## src/rtl/axis_framing_pkg.sv

```systemverilog
// +------------------------------------------------------------------+
// | axis_framing_pkg : shared types and round-robin search helper    |
// | Rev 1.0                                                          |
// +------------------------------------------------------------------+
`default_nettype none

package axis_framing_pkg;

  localparam int RR_MAX_PORTS = 16;
  localparam int RR_IDX_W     = 4;

  typedef enum logic [0:0] {
    IDLE   = 1'b0,
    LOCKED = 1'b1
  } arb_state_t;

  typedef struct packed {
    logic                found;
    logic [RR_IDX_W-1:0] idx;
  } rr_result_t;

  // First set bit of req searching ptr+1, ptr+2, ... modulo num_ports.
  // ptr < num_ports and k <= num_ports, so one conditional subtract wraps.
  function automatic rr_result_t rr_next(
    input logic [RR_MAX_PORTS-1:0] req,
    input logic [RR_IDX_W-1:0]     ptr,
    input int unsigned             num_ports
  );
    rr_result_t  res;
    int unsigned cand;
    res = '0;
    for (int unsigned k = 1; k <= RR_MAX_PORTS; k++) begin
      cand = 32'(ptr) + k;
      if (cand >= num_ports) cand = cand - num_ports;
      if (!res.found && (k <= num_ports) && req[cand[RR_IDX_W-1:0]]) begin
        res.found = 1'b1;
        res.idx   = cand[RR_IDX_W-1:0];
      end
    end
    return res;
  endfunction

endpackage

`default_nettype wire

```

## src/rtl/rr_arbiter.sv

```systemverilog
// +------------------------------------------------------------------+
// | rr_arbiter : combinational round-robin picker (req, last ptr)    |
// | Rev 1.0                                                          |
// +------------------------------------------------------------------+
`default_nettype none

module rr_arbiter
  import axis_framing_pkg::*;
#(
  parameter int NUM_PORTS = 4,
  parameter int ID_WIDTH  = (NUM_PORTS > 1) ? $clog2(NUM_PORTS) : 1
) (
  input  logic [NUM_PORTS-1:0] i_req,
  input  logic [ID_WIDTH-1:0]  i_ptr,
  output logic                 o_found,
  output logic [ID_WIDTH-1:0]  o_idx
);

  logic [RR_MAX_PORTS-1:0] w_req_ext;
  rr_result_t              w_res;

  always_comb begin
    w_req_ext                = '0;
    w_req_ext[NUM_PORTS-1:0] = i_req;
  end

  assign w_res   = rr_next(w_req_ext, RR_IDX_W'(i_ptr), unsigned'(NUM_PORTS));
  assign o_found = w_res.found;
  assign o_idx   = ID_WIDTH'(w_res.idx);

endmodule

`default_nettype wire

```

## src/rtl/axis_frame_arbiter.sv

```systemverilog
// +------------------------------------------------------------------+
// | axis_frame_arbiter : frame-locked round-robin AXI4-Stream mux    |
// | Rev 1.0                                                          |
// +------------------------------------------------------------------+
`default_nettype none

module axis_frame_arbiter
  import axis_framing_pkg::*;
#(
  parameter int NUM_PORTS  = 4,
  parameter int ID_WIDTH   = (NUM_PORTS > 1) ? $clog2(NUM_PORTS) : 1,
  parameter int DATA_WIDTH = 8
) (
  input  logic                            aclk,
  input  logic                            areset,
  input  logic [NUM_PORTS-1:0]            port_enable,
  input  logic [NUM_PORTS-1:0]            target_tvalid,
  output logic [NUM_PORTS-1:0]            target_tready,
  input  logic [NUM_PORTS*DATA_WIDTH-1:0] target_tdata,
  input  logic [NUM_PORTS-1:0]            target_tlast,
  output logic                            initiator_tvalid,
  input  logic                            initiator_tready,
  output logic [DATA_WIDTH-1:0]           initiator_tdata,
  output logic                            initiator_tlast,
  output logic [ID_WIDTH-1:0]             initiator_tid,
  output logic                            busy
);

  arb_state_t            r_state;
  logic [ID_WIDTH-1:0]   r_grant_idx;
  logic [ID_WIDTH-1:0]   r_rr_ptr;

  logic                  w_found;
  logic [ID_WIDTH-1:0]   w_win_idx;
  logic                  w_locked;
  logic                  w_sel_valid;
  logic                  w_sel_last;
  logic [DATA_WIDTH-1:0] w_sel_data;
  logic                  w_release;

  rr_arbiter #(
    .NUM_PORTS (NUM_PORTS),
    .ID_WIDTH  (ID_WIDTH)
  ) u_rr_arbiter (
    .i_req   (target_tvalid & port_enable),
    .i_ptr   (r_rr_ptr),
    .o_found (w_found),
    .o_idx   (w_win_idx)
  );

  assign w_locked = (r_state == LOCKED);

  always_comb begin
    w_sel_valid = 1'b0;
    w_sel_last  = 1'b0;
    w_sel_data  = '0;
    for (int i = 0; i < NUM_PORTS; i++) begin
      if (r_grant_idx == ID_WIDTH'(i)) begin
        w_sel_valid = target_tvalid[i];
        w_sel_last  = target_tlast[i];
        w_sel_data  = target_tdata[i*DATA_WIDTH +: DATA_WIDTH];
      end
    end
  end

  always_comb begin
    target_tready = '0;
    if (w_locked) target_tready[r_grant_idx] = initiator_tready;
  end

  // Outputs are forced quiet in IDLE so the arbitration bubble is clean.
  assign initiator_tvalid = w_locked & w_sel_valid;
  assign initiator_tlast  = w_locked & w_sel_last;
  assign initiator_tdata  = w_locked ? w_sel_data : '0;
  assign initiator_tid    = w_locked ? r_grant_idx : '0;
  assign busy             = w_locked;

  assign w_release = initiator_tvalid & initiator_tready & initiator_tlast;

  always_ff @(posedge aclk) begin
    if (areset) begin
      r_state     <= IDLE;
      r_grant_idx <= '0;
      r_rr_ptr    <= ID_WIDTH'(NUM_PORTS - 1);
    end else begin
      case (r_state)
        IDLE: begin
          if (w_found) begin
            r_grant_idx <= w_win_idx;
            r_state     <= LOCKED;
          end
        end
        LOCKED: begin
          if (w_release) begin
            r_rr_ptr <= r_grant_idx;
            r_state  <= IDLE;
          end
        end
        default: r_state <= IDLE;
      endcase
    end
  end

endmodule

`default_nettype wire

```

## config.mk

```make
export PLATFORM = sky130hd
export DESIGN_NAME = axis_frame_arbiter
export DESIGN_NICKNAME = d
export VERILOG_FILES = /design/src/rtl/axis_framing_pkg.sv /design/src/rtl/rr_arbiter.sv /design/src/rtl/axis_frame_arbiter.sv
export SDC_FILE = /design/constraint.sdc
export NUM_CORES = 1
export LEC_CHECK = 0
export CORE_MARGIN = 5
export CORE_UTILIZATION = 38
export DETAILED_ROUTE_END_ITERATION = 8
export GPL_TIMING_DRIVEN = 0
export HOLD_SLACK_MARGIN = 0.03
export PLACE_DENSITY = 0.86
export SYNTH_ARGS = -nofsm -noshare
export SYNTH_HDL_FRONTEND = slang
export SYNTH_HIERARCHICAL = 1
export SYNTH_SLANG_ARGS = --single-unit
```

## constraint.sdc

```tcl
create_clock -name aclk -period 3.2 [get_ports aclk]
set_clock_uncertainty 0.05 [all_clocks]
set_input_delay 0.32 -clock aclk [delete_from_list [all_inputs] [get_ports aclk]]
set_output_delay 0.32 -clock aclk [all_outputs]
set_load 0.05 [all_outputs]
```

==> impl_metrics.ini <==
[final_layout]
antennaDiodeCount = 0
area_growth_pct = 75.6
seq_area_sq_um = 100
multi_input_area_sq_um = 763
fill_cells = 169
layout-drive-gt1-share_pct = 14.6
fin_cells = 192
fin_nets = 217

[synthesis]
synth_fa_ha_area_share_pct = 6.84
synth_top_cell_area_share_pct = 22.2
syn_inst = 97
muxShareOfSynthArea_pct = 36.9
synthSimpleGateAreaFrac_pct = 28.5
async_flop_share_pct = 0
synth_xor_area_share_pct = 0
netlist_area_sq_um = 915
yosys-top-cells-area = mux4_2 (22%), and2_1 (11%), dfxtp_1 (11%)
synth_compound_area_share_pct = 11.2
synth_edf_count = 0
synth_top_family_by_area = multiplexers
synth_nets = 149
ys_seq_area_share_pct = 10.9
yosysTopAreaCell = mux4_2
synth.distinct_cells = 40
synth-seq-cells = 5
synth_warnings = 6
ys.flop_type = dfxtp_1
postSynthAreaPerCell_sq_um = 9.43

[grt]
grt.total_usage_pct = 18.3
grt_overflow = 0
grt_max_degree = 11
grt_pass1_wl_um = 4970
first_global_vias = 1051
antenna_found_initial = 0

[setup_path]
crit_path_max_fanout = 10
cp_top_family = buffers and inverters
cp_data_arrival_time_ns = 2.39
crit_path_top_delay_cell = clkdlybuf4s50_1
r2r.worst_path.cells = 10
critPathKind = reg2out
cp.depth = 5
crit_chain = buf_6 > buf_2 > mux4_2 > and2_1 > clkdlybuf4s50_1
critPathCaptureType = primary output
max_stage_delay_ns = 0.69
startpoint_type = flip-flop
critical_path_required_ns = 2.83
cp.buffers_inverters = 3

[routing]
dr.pass1.iters = 4
drt_iter0_markers = 40
drcViolationCount = 0
via_per_inst = 5.48
wire_per_inst_um = 17.0
drt-total-wl_um = 3260
vias = 1053
drtAntennaViolNets = 0

[timing]
max_freq_mhz = 362
fin_crit_sh_pct = 86.3
maxSlewViolCount = 0
rsz0062_at_grt = no
hold_viol = 0
tightest_slew_ns = 0.527
slew_headroom_pct = 64.8
tns_ns = 0
period_needed_ns = 2.76
setup_viol = 0

[min_path]
min_path_cells = 2
hold_class = reg2reg

[floorplanning]
rows = 17
die_h_um = 59.1
die-area_sq_um = 3490
io-pin-count = 64
core-area_sq_um = 2250
die_w_um = 59.1
initial_utilization_pct = 40.6

[clock_network]
hold_buffers = 0
cts_resized = 0
numCtsBuffers = 3
post-cts-setup-buffers = 0
clk_pin_slew_ns = 0.05
h-tree-depth = 1
cts-root-buf = clkbuf_4
cts_tree = built
clock_sinks = 5
clockBufferDepth = 2
clock_latency_ns = 0.25

[power_and_ir_drop]
clkPwrFrac_pct = 14.3
power.density_nw_per_um2 = 337
power_mw = 0.541
p_comb_share_pct = 71.1
p_switching_mw = 0.237
seq_power_share_pct = 14.6
p_int_mw = 0.304
ir_drop_mv = 0.316
p_leak_nw = 0.629
sw_frac_of_total_pct = 43.8

[run]
drv_cap = 0

[place]
portBuffers = 63
post-place-cells = 188
gp_congestion = 0.828
hpwl_um = 2760

[run_status]
status = finished clean
power groups by stage:
stage	sequential [mW]	clock, mW	combinational, mW
after floorplan	0.0850	0	0.242
after global placement	0.0794	0	0.373
after detailed placement	0.0801	0	0.383
after CTS	0.0787	0.0804	0.385
after global routing	0.0798	0.0871	0.406
final	0.0787	0.0773	0.385
metrics by stage:
step	hold slack (ns)	utilization, %	setup slack, ns	instance area (sq um)
6_report	0.540	71.3	0.437	1610
5_1_grt	0.587	71.3	0.347	1610
4_1_cts	0.552	71.3	0.413	1610
3_5_place_dp	0.545	70.1	0.691	1580
3_3_place_gp	0.517	70.1	0.702	1580
2_1_floorplan	0.340	-	1.07	915
cell usage in the layout, fill, tap and decap left out, drive strengths merged, types with 3 or more instances in the layout:
cell type	instances
and2	17
buf	4
clkbuf	6
clkdlybuf4s50	63
dfxtp	5
ha	5
inv	3
mux2i	9
mux4	10
nor2	12
state kept, by name, indices dropped and copies added (netlist names):
signal	flops
r_rr_ptr	2
r_grant_idx	2
busy	1
synthesized netlist by cell type (2+ instances only):
library cell,n
nand2b_1,2
inv_1,3
buf_6,2
nor2_1,12
dfxtp_1,5
and2_1,16
clkbuf_1,2
mux4_2,9
ha_1,5
a211oi_1,2
o22ai_1,2
mux2i_1,8
buf_2,2
path summary, 6_finish.rpt:
check,slack (ns),start,end
max reg2reg,0.77,r_rr_ptr[0]$_SDFFE_PP1P_,r_grant_idx[1]$_SDFFE_PP0P_
max,0.44,r_grant_idx[0]$_SDFFE_PP0P_,initiator_tdata[6]
min reg2reg,0.54,r_rr_ptr[0]$_SDFFE_PP1P_,r_rr_ptr[0]$_SDFFE_PP1P_
min,0.54,r_rr_ptr[0]$_SDFFE_PP1P_,r_rr_ptr[0]$_SDFFE_PP1P_
layout make-up:
type	instances	share of cell area, %
Clock buffer	4	1.64
Inverter	3	0.701
Tap cell	28	2.18
Timing Repair Buffer	63	39.3
Multi-Input combinational cell	83	47.5
Buffer	6	2.49
Sequential cell	5	6.23
routing by layer:
layer,GRT usage [%],part of all wire [%]
met3,5.01,11
met4,1.94,0
met5,0,0
met2,34.4,48
met1,21.1,41
worst min-delay path: cells and delay by family, from the launching register on:
kind             cells  cell delay (ns)
flip-flops           1             0.35
multiplexers         1             0.07
AND/OR/NAND/NOR      1             0.11
cell families (layout without fill, tap and decap cells):
logic type	after synthesis	in the layout
and+or+nand+nor	45	45
muxes	20	20
AOI/OAI and AO/OA	13	13
buffers and inverters	9	76
adders and majority gates	5	5
DFF	5	5
Power figures use the tool's default switching activity.
